--- config.mk ---
export PLATFORM = sky130hd
export DESIGN_NAME = bdi_line_fetch
export DESIGN_NICKNAME = d
export VERILOG_FILES = /design/src/rtl/bdi_pkg.sv /design/src/rtl/bdi_fetch_len.sv /design/src/rtl/bdi_line_fetch.sv
export SDC_FILE = /design/constraint.sdc
export NUM_CORES = 1
export LEC_CHECK = 0
export CAP_MARGIN = 40
export CORE_AREA = 3 3 182 184
export DETAILED_ROUTE_END_ITERATION = 8
export DIE_AREA = 0 0 185 187
export PLACE_DENSITY = 0.76
export SLEW_MARGIN = 40
export SYNTH_ARGS = -nofsm -noshare
export SYNTH_HDL_FRONTEND = slang
export SYNTH_SLANG_ARGS = --single-unit
--- constraint.sdc ---
create_clock -name clk -period 8.06 [get_ports clk]
set_input_delay 2.418 -clock clk [delete_from_list [all_inputs] [get_ports clk]]
set_output_delay 2.418 -clock clk [all_outputs]
set_load 0.01 [all_outputs]
--- src/rtl/bdi_pkg.sv ---
// Shared types for the BDI line-fetch front end: mode codes, per-mode compressed
// sizes and the fetch FSM state encoding.
package bdi_pkg;

    typedef logic [3:0] bdi_mode_t;

    localparam bdi_mode_t RPV4     = 4'b0000;
    localparam bdi_mode_t RPV8     = 4'b0001;
    localparam bdi_mode_t B8D1     = 4'b0010;
    localparam bdi_mode_t B8D2     = 4'b0011;
    localparam bdi_mode_t B8D4     = 4'b0100;
    localparam bdi_mode_t B4D1     = 4'b0101;
    localparam bdi_mode_t B4D2     = 4'b0110;
    localparam bdi_mode_t B2D1     = 4'b0111;
    localparam bdi_mode_t NO_COMPR = 4'b1111;

    localparam int unsigned LINE_WORDS = 8;

    typedef enum logic [2:0] {
        IDLE,
        META,
        CALC,
        DATA,
        OUT
    } fetch_state_t;

    // Undefined codes are treated as a raw 32-byte line.
    function automatic logic [5:0] bdi_size_bytes(input bdi_mode_t mode);
        logic [5:0] size;
        case (mode)
            RPV4:     size = 6'd4;
            RPV8:     size = 6'd8;
            B8D1:     size = 6'd12;
            B8D2:     size = 6'd16;
            B8D4:     size = 6'd24;
            B4D1:     size = 6'd12;
            B4D2:     size = 6'd20;
            B2D1:     size = 6'd18;
            NO_COMPR: size = 6'd32;
            default:  size = 6'd32;
        endcase
        return size;
    endfunction

endpackage

--- src/rtl/bdi_fetch_len.sv ---
// Number of 32-bit data words to fetch for the selected line of a pair.
// The MS line sits after the LS line, so selecting it pulls both.
module bdi_fetch_len
    import bdi_pkg::*;
(
    input  bdi_mode_t   mode_ls,
    input  bdi_mode_t   mode_ms,
    input  logic        select,
    output logic [3:0]  beat_count
);

    logic [5:0] size_ls;
    logic [5:0] size_ms;
    logic       raw_ls;
    logic       raw_ms;
    logic [6:0] total_bytes;
    logic [6:0] total_words;

    always_comb begin
        size_ls     = bdi_size_bytes(mode_ls);
        size_ms     = bdi_size_bytes(mode_ms);
        raw_ls      = (size_ls == 6'd32);
        raw_ms      = (size_ms == 6'd32);
        total_bytes = select ? (7'(size_ls) + 7'(size_ms)) : 7'(size_ls);
        total_words = (total_bytes + 7'd3) >> 2;

        // An uncompressed line anywhere in the span forces a full-line fetch.
        if (raw_ls || (select && raw_ms) || (total_words > 7'd8)) begin
            beat_count = 4'd8;
        end else begin
            beat_count = total_words[3:0];
        end
    end

endmodule

--- src/rtl/bdi_line_fetch.sv ---
// Upstream stage of the BDI decompressor: reads pair metadata, fetches only the
// compressed words the selected line needs, and hands a 256-bit bundle downstream.
module bdi_line_fetch
    import bdi_pkg::*;
#(
    parameter int WORD_WIDTH = 32,
    parameter int ADDR_WIDTH = 32
) (
    input  logic                             clk,
    input  logic                             rst_n,
    input  logic                             req_valid,
    output logic                             req_ready,
    input  logic [ADDR_WIDTH-1:0]            req_addr,
    input  logic                             req_select,
    output logic                             meta_rd_en,
    output logic [ADDR_WIDTH-1:0]            meta_rd_addr,
    input  logic [7:0]                       meta_rd_mode,
    input  logic [31:0]                      meta_rd_base_one_hot,
    output logic                             data_rd_en,
    output logic [ADDR_WIDTH-1:0]            data_rd_addr,
    input  logic [WORD_WIDTH-1:0]            data_rd_data,
    output logic                             out_valid,
    input  logic                             out_ready,
    output logic [LINE_WORDS*WORD_WIDTH-1:0] compressed_cachelines,
    output logic [7:0]                       compressed_mode,
    output logic [31:0]                      base_one_hot,
    output logic                             cacheline_select_signal
);

    fetch_state_t          state_q, state_d;
    logic [ADDR_WIDTH-1:0] addr_q, addr_d;
    logic                  select_q, select_d;
    logic [7:0]            mode_q, mode_d;
    logic [31:0]           base_q, base_d;
    logic [3:0]            len_q, len_d;
    logic [3:0]            beat_q, beat_d;
    logic [WORD_WIDTH-1:0] words_q [LINE_WORDS];
    logic [WORD_WIDTH-1:0] words_d [LINE_WORDS];
    logic [3:0]            fetch_len;
    logic [2:0]            slot;

    bdi_fetch_len u_fetch_len (
        .mode_ls    (meta_rd_mode[3:0]),
        .mode_ms    (meta_rd_mode[7:4]),
        .select     (select_q),
        .beat_count (fetch_len)
    );

    // Beat b issues word b and captures word b-1, so DATA lasts len+1 cycles.
    assign slot = 3'(beat_q - 4'd1);

    always_comb begin
        state_d    = state_q;
        addr_d     = addr_q;
        select_d   = select_q;
        mode_d     = mode_q;
        base_d     = base_q;
        len_d      = len_q;
        beat_d     = beat_q;
        words_d    = words_q;
        meta_rd_en = 1'b0;
        data_rd_en = 1'b0;

        case (state_q)
            IDLE: begin
                if (req_valid) begin
                    addr_d   = req_addr;
                    select_d = req_select;
                    state_d  = META;
                end
            end
            META: begin
                meta_rd_en = 1'b1;
                state_d    = CALC;
            end
            CALC: begin
                mode_d  = meta_rd_mode;
                base_d  = meta_rd_base_one_hot;
                len_d   = fetch_len;
                beat_d  = 4'd0;
                for (int i = 0; i < LINE_WORDS; i++) begin
                    words_d[i] = '0;
                end
                state_d = DATA;
            end
            DATA: begin
                data_rd_en = (beat_q < len_q);
                if (beat_q != 4'd0) begin
                    words_d[slot] = data_rd_data;
                end
                if (beat_q == len_q) begin
                    state_d = OUT;
                end else begin
                    beat_d = beat_q + 4'd1;
                end
            end
            OUT: begin
                if (out_ready) begin
                    state_d = IDLE;
                end
            end
            default: state_d = IDLE;
        endcase
    end

    always_ff @(posedge clk or negedge rst_n) begin
        if (!rst_n) begin
            state_q  <= IDLE;
            addr_q   <= '0;
            select_q <= 1'b0;
            mode_q   <= '0;
            base_q   <= '0;
            len_q    <= '0;
            beat_q   <= '0;
            for (int i = 0; i < LINE_WORDS; i++) begin
                words_q[i] <= '0;
            end
        end else begin
            state_q  <= state_d;
            addr_q   <= addr_d;
            select_q <= select_d;
            mode_q   <= mode_d;
            base_q   <= base_d;
            len_q    <= len_d;
            beat_q   <= beat_d;
            words_q  <= words_d;
        end
    end

    // Ready is masked by reset so every output reads 0 while reset is held.
    assign req_ready               = rst_n && (state_q == IDLE);
    assign out_valid               = (state_q == OUT);
    assign meta_rd_addr            = addr_q;
    assign data_rd_addr            = addr_q + ADDR_WIDTH'(beat_q);
    assign compressed_mode         = mode_q;
    assign base_one_hot            = base_q;
    assign cacheline_select_signal = select_q;

    for (genvar k = 0; k < LINE_WORDS; k++) begin : g_pack
        assign compressed_cachelines[k*WORD_WIDTH +: WORD_WIDTH] = words_q[k];
    end

endmodule
==> run_results.csv, run 1 <==
group,metric,value,unit
yosys,synth-edff-count,0,
yosys,synth_fp_nets,1490,
yosys,async_flop_share,1.00,
global_route,grt.overflow.total,0,
floorplan,die_w,185,µm
route,avgViaCountPerCell,5.34,
floorplan,core,31600,µm²
yosys,ys_types,47,
route,drt-initial-drc-count,743,
clocking,postCtsHoldBufs,0,
clocking,cts_max_level,2,
floorplan,die_h,187,µm
sta,slew_headroom,0.521,
worst_setup_path,worstSetupPathType,"register to primary output",
route,routed_wl,47.4,mm
floorplan,core.rowCount,65,
clocking,cts_made_buffers,36,
global_route,grt_max_degree,79,
cells_and_area,area_growth,49.3,%
clocking,root_buffer,"clkbuf_16",
yosys,synthCells,1360,
yosys,syn_avg_cell_area,10.0,µm²
cells_and_area,drive_above_1_share,0.0598,
status,outcome,"complete, no violations",
placement,place_congestion,0.925,
placement,portBuffers,473,
sta,drv_slew,0,
clocking,post_cts_buffers,0,
clocking,cts_tree,"done",
power,peakVddDrop,0.221,mV
global_route,groute.usage.overall,0.269,
placement,hpwl,34.0,mm
worst_setup_path,cp-end-kind,"primary output",
cells_and_area,final_common_cell,"clkdlybuf4s50_1",
yosys,synth_ff_type,"dfrtp_1",
cells_and_area,utilization,0.646,
floorplan,ioPinCount,474,
route,final_antenna_net_count,0,
global_route,grt_pass1_wl,72.1,mm
sta,rsz0062_at_grt,"no",
cells_and_area,layout.nets,1959,
worst_setup_path,critPathLaunchType,"register",
sta,fin_skew,25.3,ps
global_route,grt_pass1_vias,12138,
run,drv_cap,0,
floorplan,die_area,34600,µm²
worst_setup_path,crit_required,5640,ps
yosys,synth_area,13700,µm²
clocking,clock_path_buffers,3,
clocking,cts_sinks,340,
cells_and_area,final_cell_mix,"472 x clkdlybuf4s50_1, 435 x nand2_1, 340 x dfrtp_1",
clocking,clk_pin_slew,60,ps
power,powerDensity,367,nW/µm²
sta,worst_pin_slew,718,ps
route,wire_per_inst,21.0,µm
route,dr.pass1.iters,5,
power,power.total,0.00749,W
sta,fin_setup_tns,0,ps
clocking,postCtsResizedCells,0,
min_path,hold_path.class,"register to register",
cells_and_area,fillers,2509,
yosys,ys_warn_count,0,
sta,worst_hold_slack,477,ps
sta,setup_viol,0,
yosys,synth_seq_cells,340,
sta,hold_violations,0,
global_route,antenna_found_initial,1,
clocking,clkLatencyLatePin,520,ps
power,leakage,8.87,nW
yosys,ys_seq_area_frac,0.623,
route,drc_errors,0,
floorplan,start_util,0.433,
route,via_count,12071,
worst_setup_path,rr_worst_depth,10,
worst_setup_path,critPathArrivalTime,3690,ps
sta,finalCriticalPeriod,6110,ps
min_path,timing.hold.worst_path_depth,2,
worst_setup_path,cp_max_fo,9,
sta,fmax,164,MHz
sta,fin_crit_sh,0.758,
-- routing by layer --
| layer | up-vias | routed length (µm) | global-route usage |
|---|---|---|---|
| met5 | - | 0 | 0 |
| met4 | 0 | 2330 | 0.120 |
| li1 | 5452 | - | - |
| met1 | 5908 | 18500 | 0.336 |
| met3 | 127 | 3790 | 0.0576 |
| met2 | 584 | 22700 | 0.449 |
-- metrics by stage --
stage	std cells	worst slack [ps]	cell area, µm²
2_1_floorplan	1360	2770	13700
3_3_place_gp	2178	2080	18800
3_5_place_dp	2193	2020	19100
4_1_cts	2258	1940	20400
5_1_grt	2259	1660	20400
6_report	2259	1950	20400
-- kinds of logic after synthesis --
| group | share of synthesized area |
|---|---|
| compound gates | 0.120 |
| flops | 0.623 |
| buf+inv | 0.0267 |
| fa+ha+maj | 0.0203 |
| mux | 0.0271 |
| xor+xnor | 0.0250 |
| simple gates | 0.157 |
-- worst max-delay path: stages, from the launching register on --
cell	delay, ps
dfrtp_1	550
ha_1	240
a21o_1	120
a21o_1	140
a21oi_1	110
nor3b_1	460
and3_1	340
nand2_1	190
nor4_1	290
xor2_1	190
clkdlybuf4s50_1	550
-- flip-flops by register name, indices dropped and copies added (netlist names) --
register and flops:
beat_q 4, cacheline_select_signal 1, len_q 4, state_q 3
meta_rd_addr 32, base_one_hot 32, compressed_mode 8, compressed_cachelines 256
-- worst paths after layout --
| check | startpoint | endpoint | slack (ps) |
|---|---|---|---|
| max in group asynchronous | rst_n | compressed_cachelines[54]$_DFFE_PN0P_ | 5160 |
| max | beat_q[0]$_DFFE_PN0P_ | data_rd_addr[31] | 1950 |
| min in group asynchronous | rst_n | compressed_mode[0]$_DFFE_PN0P_ | 1830 |
| min | compressed_cachelines[23]$_DFFE_PN0P_ | compressed_cachelines[23]$_DFFE_PN0P_ | 480 |
| max reg2reg | beat_q[0]$_DFFE_PN0P_ | compressed_cachelines[27]$_DFFE_PN0P_ | 5040 |
| min reg2reg | compressed_cachelines[23]$_DFFE_PN0P_ | compressed_cachelines[23]$_DFFE_PN0P_ | 480 |
-- cells in the mapped netlist, drive strengths merged, types with 6 or more instances --
master / n / area, µm²
nand4: 7 / 43.8
xnor2: 24 / 210
clkbuf: 65 / 244
a21oi: 7 / 35.0
inv: 25 / 93.8
ha: 19 / 238
o21ai: 276 / 1380
xor2: 15 / 131
dfrtp: 340 / 8510
nand2: 435 / 1630
nand2b: 8 / 50.1
nor2b: 6 / 37.5
nor2: 22 / 85.1
nand3: 16 / 85.1
and3: 7 / 43.8
mux2: 29 / 330
-- layout make-up --
class | instances | area, µm² | share of cell area
timing repair buffer | 501 | 5090 | 0.250
antenna | 1 | 2.50 | 0.000123
multi-input combinational | 925 | 4910 | 0.241
inverter | 25 | 93.8 | 0.00460
sequential | 340 | 8510 | 0.417
clock inverter | 19 | 251 | 0.0123
tap | 402 | 503 | 0.0247
clock buffer | 46 | 1020 | 0.0500
-- power by group --
| part | internal, W | total, W | leakage, nW | switching [W] |
|---|---|---|---|---|
| registers | 0.00215 | 0.00249 | 4.59 | 0.000339 |
| clock network | 0.00106 | 0.00175 | 0.620 | 0.000692 |
| logic | 0.00143 | 0.00325 | 3.66 | 0.00182 |
| total | 0.00464 | 0.00749 | 8.87 | 0.00285 |
No activity file was read; power rests on OpenSTA's default activity.
==> run 2: changes to the inputs <==
--- a/config.mk
+++ b/config.mk
@@ -6,9 +6,9 @@
 export NUM_CORES = 1
 export LEC_CHECK = 0
 export CAP_MARGIN = 40
-export CORE_AREA = 3 3 182 184
+export CORE_AREA = 3 3 187 189
 export DETAILED_ROUTE_END_ITERATION = 8
-export DIE_AREA = 0 0 185 187
+export DIE_AREA = 0 0 190 192
 export PLACE_DENSITY = 0.76
 export SLEW_MARGIN = 40
 export SYNTH_ARGS = -nofsm -noshare
==> constraint.sdc (replaced) <==
create_clock -name clk -period 5.2 [get_ports clk]
set_input_delay 1.56 -clock clk [delete_from_list [all_inputs] [get_ports clk]]
set_output_delay 1.56 -clock clk [all_outputs]
set_load 0.01 [all_outputs]
==> run 2 against run 1 <==
Cell count grew 2.5%. Global-route usage shrank 1.3 points. Sequential power grew 55%. Register-to-register slack lost 2600 ps. Design area grew 0.41%. Non-clock buffer count grew 9. Die area grew 5.4%. Largest power group unchanged. Sequential share of layout area shrank 0.16 points. Flip-flop and latch count is the same. Clock-buffer cell count grew 8.
==> run_results.csv, run 2 (synthesis results as in run 1) <==
group,metric,value,unit
floorplan,die_area,36500,µm²
worst_setup_path,crit_required,3640,ps
clocking,root_buffer,"clkbuf_16",
worst_setup_path,crit_buf_inv,2,
sta,timing.final.ws_setup,229,ps
worst_setup_path,worst-path-stages,12,
worst_setup_path,critPathMaxStageDelay,570,ps
worst_setup_path,cp_common_cell,"nand2b_1",
floorplan,die_w,190,µm
global_route,grt_pass1_vias,12190,
status,outcome,"complete, no violations",
sta,slew_headroom,0.508,
global_route,grt_max_degree,80,
power,powerDensity,566,nW/µm²
clocking,clk_pin_slew,60,ps
route,met1_length,18.3,mm
cells_and_area,area_growth,49.9,%
route,final_antenna_net_count,0,
sta,worst_hold_slack,475,ps
sta,hold_violations,0,
route,avgViaCountPerCell,5.23,
global_route,grt_pass1_wl,72.5,mm
sta,worst_pin_slew,735,ps
clocking,postCtsHoldBufs,0,
cells_and_area,register_area,8510,µm²
placement,dp_cells,2243,
worst_setup_path,cp-end-kind,"primary output",
sta,fin_skew,14.3,ps
clocking,cts_max_level,2,
route,drt-initial-drc-count,613,
sta,setup_viol,0,
worst_setup_path,crit_family,"simple AND/OR/NAND/NOR gates",
sta,fin_setup_tns,0,ps
route,dr_wl_met3,3.99,mm
sta,rsz0062_at_grt,"no",
route,wire_per_inst,20.6,µm
cells_and_area,largest_reg_flops,256,
placement,hpwl,34.0,mm
sta,finalCriticalPeriod,4970,ps
sta,fin_crit_sh,0.956,
cells_and_area,fillers,2668,
placement,portBuffers,473,
worst_setup_path,critPathArrivalTime,3410,ps
min_path,hold_path.class,"register to register",
worst_setup_path,critPathLaunchType,"register",
worst_setup_path,cp_max_fo,6,
cells_and_area,layout.nets,1969,
clocking,cts_tree,"done",
clocking,clkLatencyLatePin,530,ps
route,routed_wl,47.6,mm
clocking,cts_sinks,340,
worst_setup_path,r2r_slack,2440,ps
power,leakage,8.88,nW
worst_setup_path,cp_slowest_cell,"clkdlybuf4s50_1",
route,dr_wl_met2,23.7,mm
min_path,timing.hold.worst_path_depth,2,
worst_setup_path,cp-endpoint,"data_rd_addr[30]",
run,drv_cap,0,
clocking,cts_made_buffers,37,
clocking,clock_path_buffers,3,
cells_and_area,multi_input_area,4930,µm²
placement,pre_cts_ws,90.9,ps
sta,drv_slew,0,
floorplan,ioPinCount,474,
route,via_count,12102,
worst_setup_path,rr_worst_depth,10,
worst_setup_path,cp-startpoint,"beat_q[0]$_DFFE_PN0P_",
global_route,antenna_found_initial,1,
floorplan,start_util,0.408,
global_route,grt.overflow.total,0,
cells_and_area,final_cell_mix,"472 x clkdlybuf4s50_1, 435 x nand2_1, 339 x dfrtp_1",
cells_and_area,final_common_cell,"clkdlybuf4s50_1",
global_route,groute.usage.overall,0.256,
worst_setup_path,rr_startpoint,"beat_q[0]$_DFFE_PN0P_",
worst_setup_path,crit_chain,"ha_1, inv_1, fa_1, nor2b_1, o21ai_1, nand2b_1, and4b_2, and3_1, nand2b_1, nor2_1, xnor2_1, clkdlybuf4s50_1",
worst_setup_path,worstSetupPathType,"register to primary output",
cells_and_area,drive_above_1_share,0.0648,
floorplan,die_h,192,µm
floorplan,core.rowCount,67,
worst_setup_path,regToRegEndpoint,"compressed_cachelines[37]$_DFFE_PN0P_",
cells_and_area,fin_cells,2315,
route,top_layer,"met4",
sta,fmax,201,MHz
placement,place_congestion,0.901,
route,dr.pass1.iters,5,
power,peakVddDrop,0.374,mV
route,drc_errors,0,
floorplan,core,33400,µm²
[run 2: cell types whose count changed in the layout (fill, tap and decap cells not counted), sizes merged]
cell	before	now
buf	29	38
bufinv	5	3
clkbuf	46	54
clkinv	8	3
clkinvlp	4	2
inv	27	29
[run 2: area by class of cell]
class / instances / share of cell area
inverter: 25 / 0.00458
sequential: 340 / 0.416
antenna: 1 / 0.000122
clock inverter: 12 / 0.00813
tap: 448 / 0.0274
timing repair buffer: 510 / 0.250
clock buffer: 54 / 0.0528
multi-input combinational: 925 / 0.241
[run 2: what timing repair did]
item / in CTS / in global routing
resized for setup: 1 / 5
pin swaps: 0 / 1
cloned: 0 / 0
buffers inserted: 0 / 5
endpoints found under the hold margin: 0 / 0
endpoints found under the setup margin: 3 / 10
[run 2: worst min path at each step]
stage	from	endpoint	slack [ps]
global route	base_one_hot[23]$_DFFE_PN0P_	base_one_hot[23]$_DFFE_PN0P_	500
floorplan	len_q[1]$_DFFE_PN0P_	len_q[1]$_DFFE_PN0P_	470
detailed placement	base_one_hot[14]$_DFFE_PN0P_	base_one_hot[14]$_DFFE_PN0P_	470
CTS	compressed_cachelines[133]$_DFFE_PN0P_	compressed_cachelines[133]$_DFFE_PN0P_	480
global placement	base_one_hot[17]$_DFFE_PN0P_	base_one_hot[17]$_DFFE_PN0P_	460
finish	compressed_cachelines[133]$_DFFE_PN0P_	compressed_cachelines[133]$_DFFE_PN0P_	470
[run 2: worst min-delay path, stage by stage, from the launching register on]
cell and delay, ps:
dfrtp_1 340, nand2_1 50, o21ai_0 60
[run 2: through the flow]
stage / total power (W) / instance area [µm²] / util
after global placement: 0.00861 / 19000 / 0.567
after floorplan: 0.00584 / 13700 / -
after global routing: 0.0122 / 20500 / 0.612
final: 0.0116 / 20500 / 0.612
after detailed placement: 0.00895 / 19200 / 0.573
after CTS: 0.0116 / 20400 / 0.610
[run 2: layer usage]
metal	vias up	track usage
li1	5463	-
met1	6011	0.317
met2	534	0.435
met3	94	0.0622
met4	0	0.0972
met5	-	0
[run 2: power breakdown]
part | leakage (nW) | total (W) | internal [W] | switching [W]
registers | 4.59 | 0.00385 | 0.00333 | 0.000524
logic | 3.69 | 0.00505 | 0.00221 | 0.00284
clock network | 0.608 | 0.00268 | 0.00160 | 0.00107
total | 8.88 | 0.0116 | 0.00714 | 0.00444
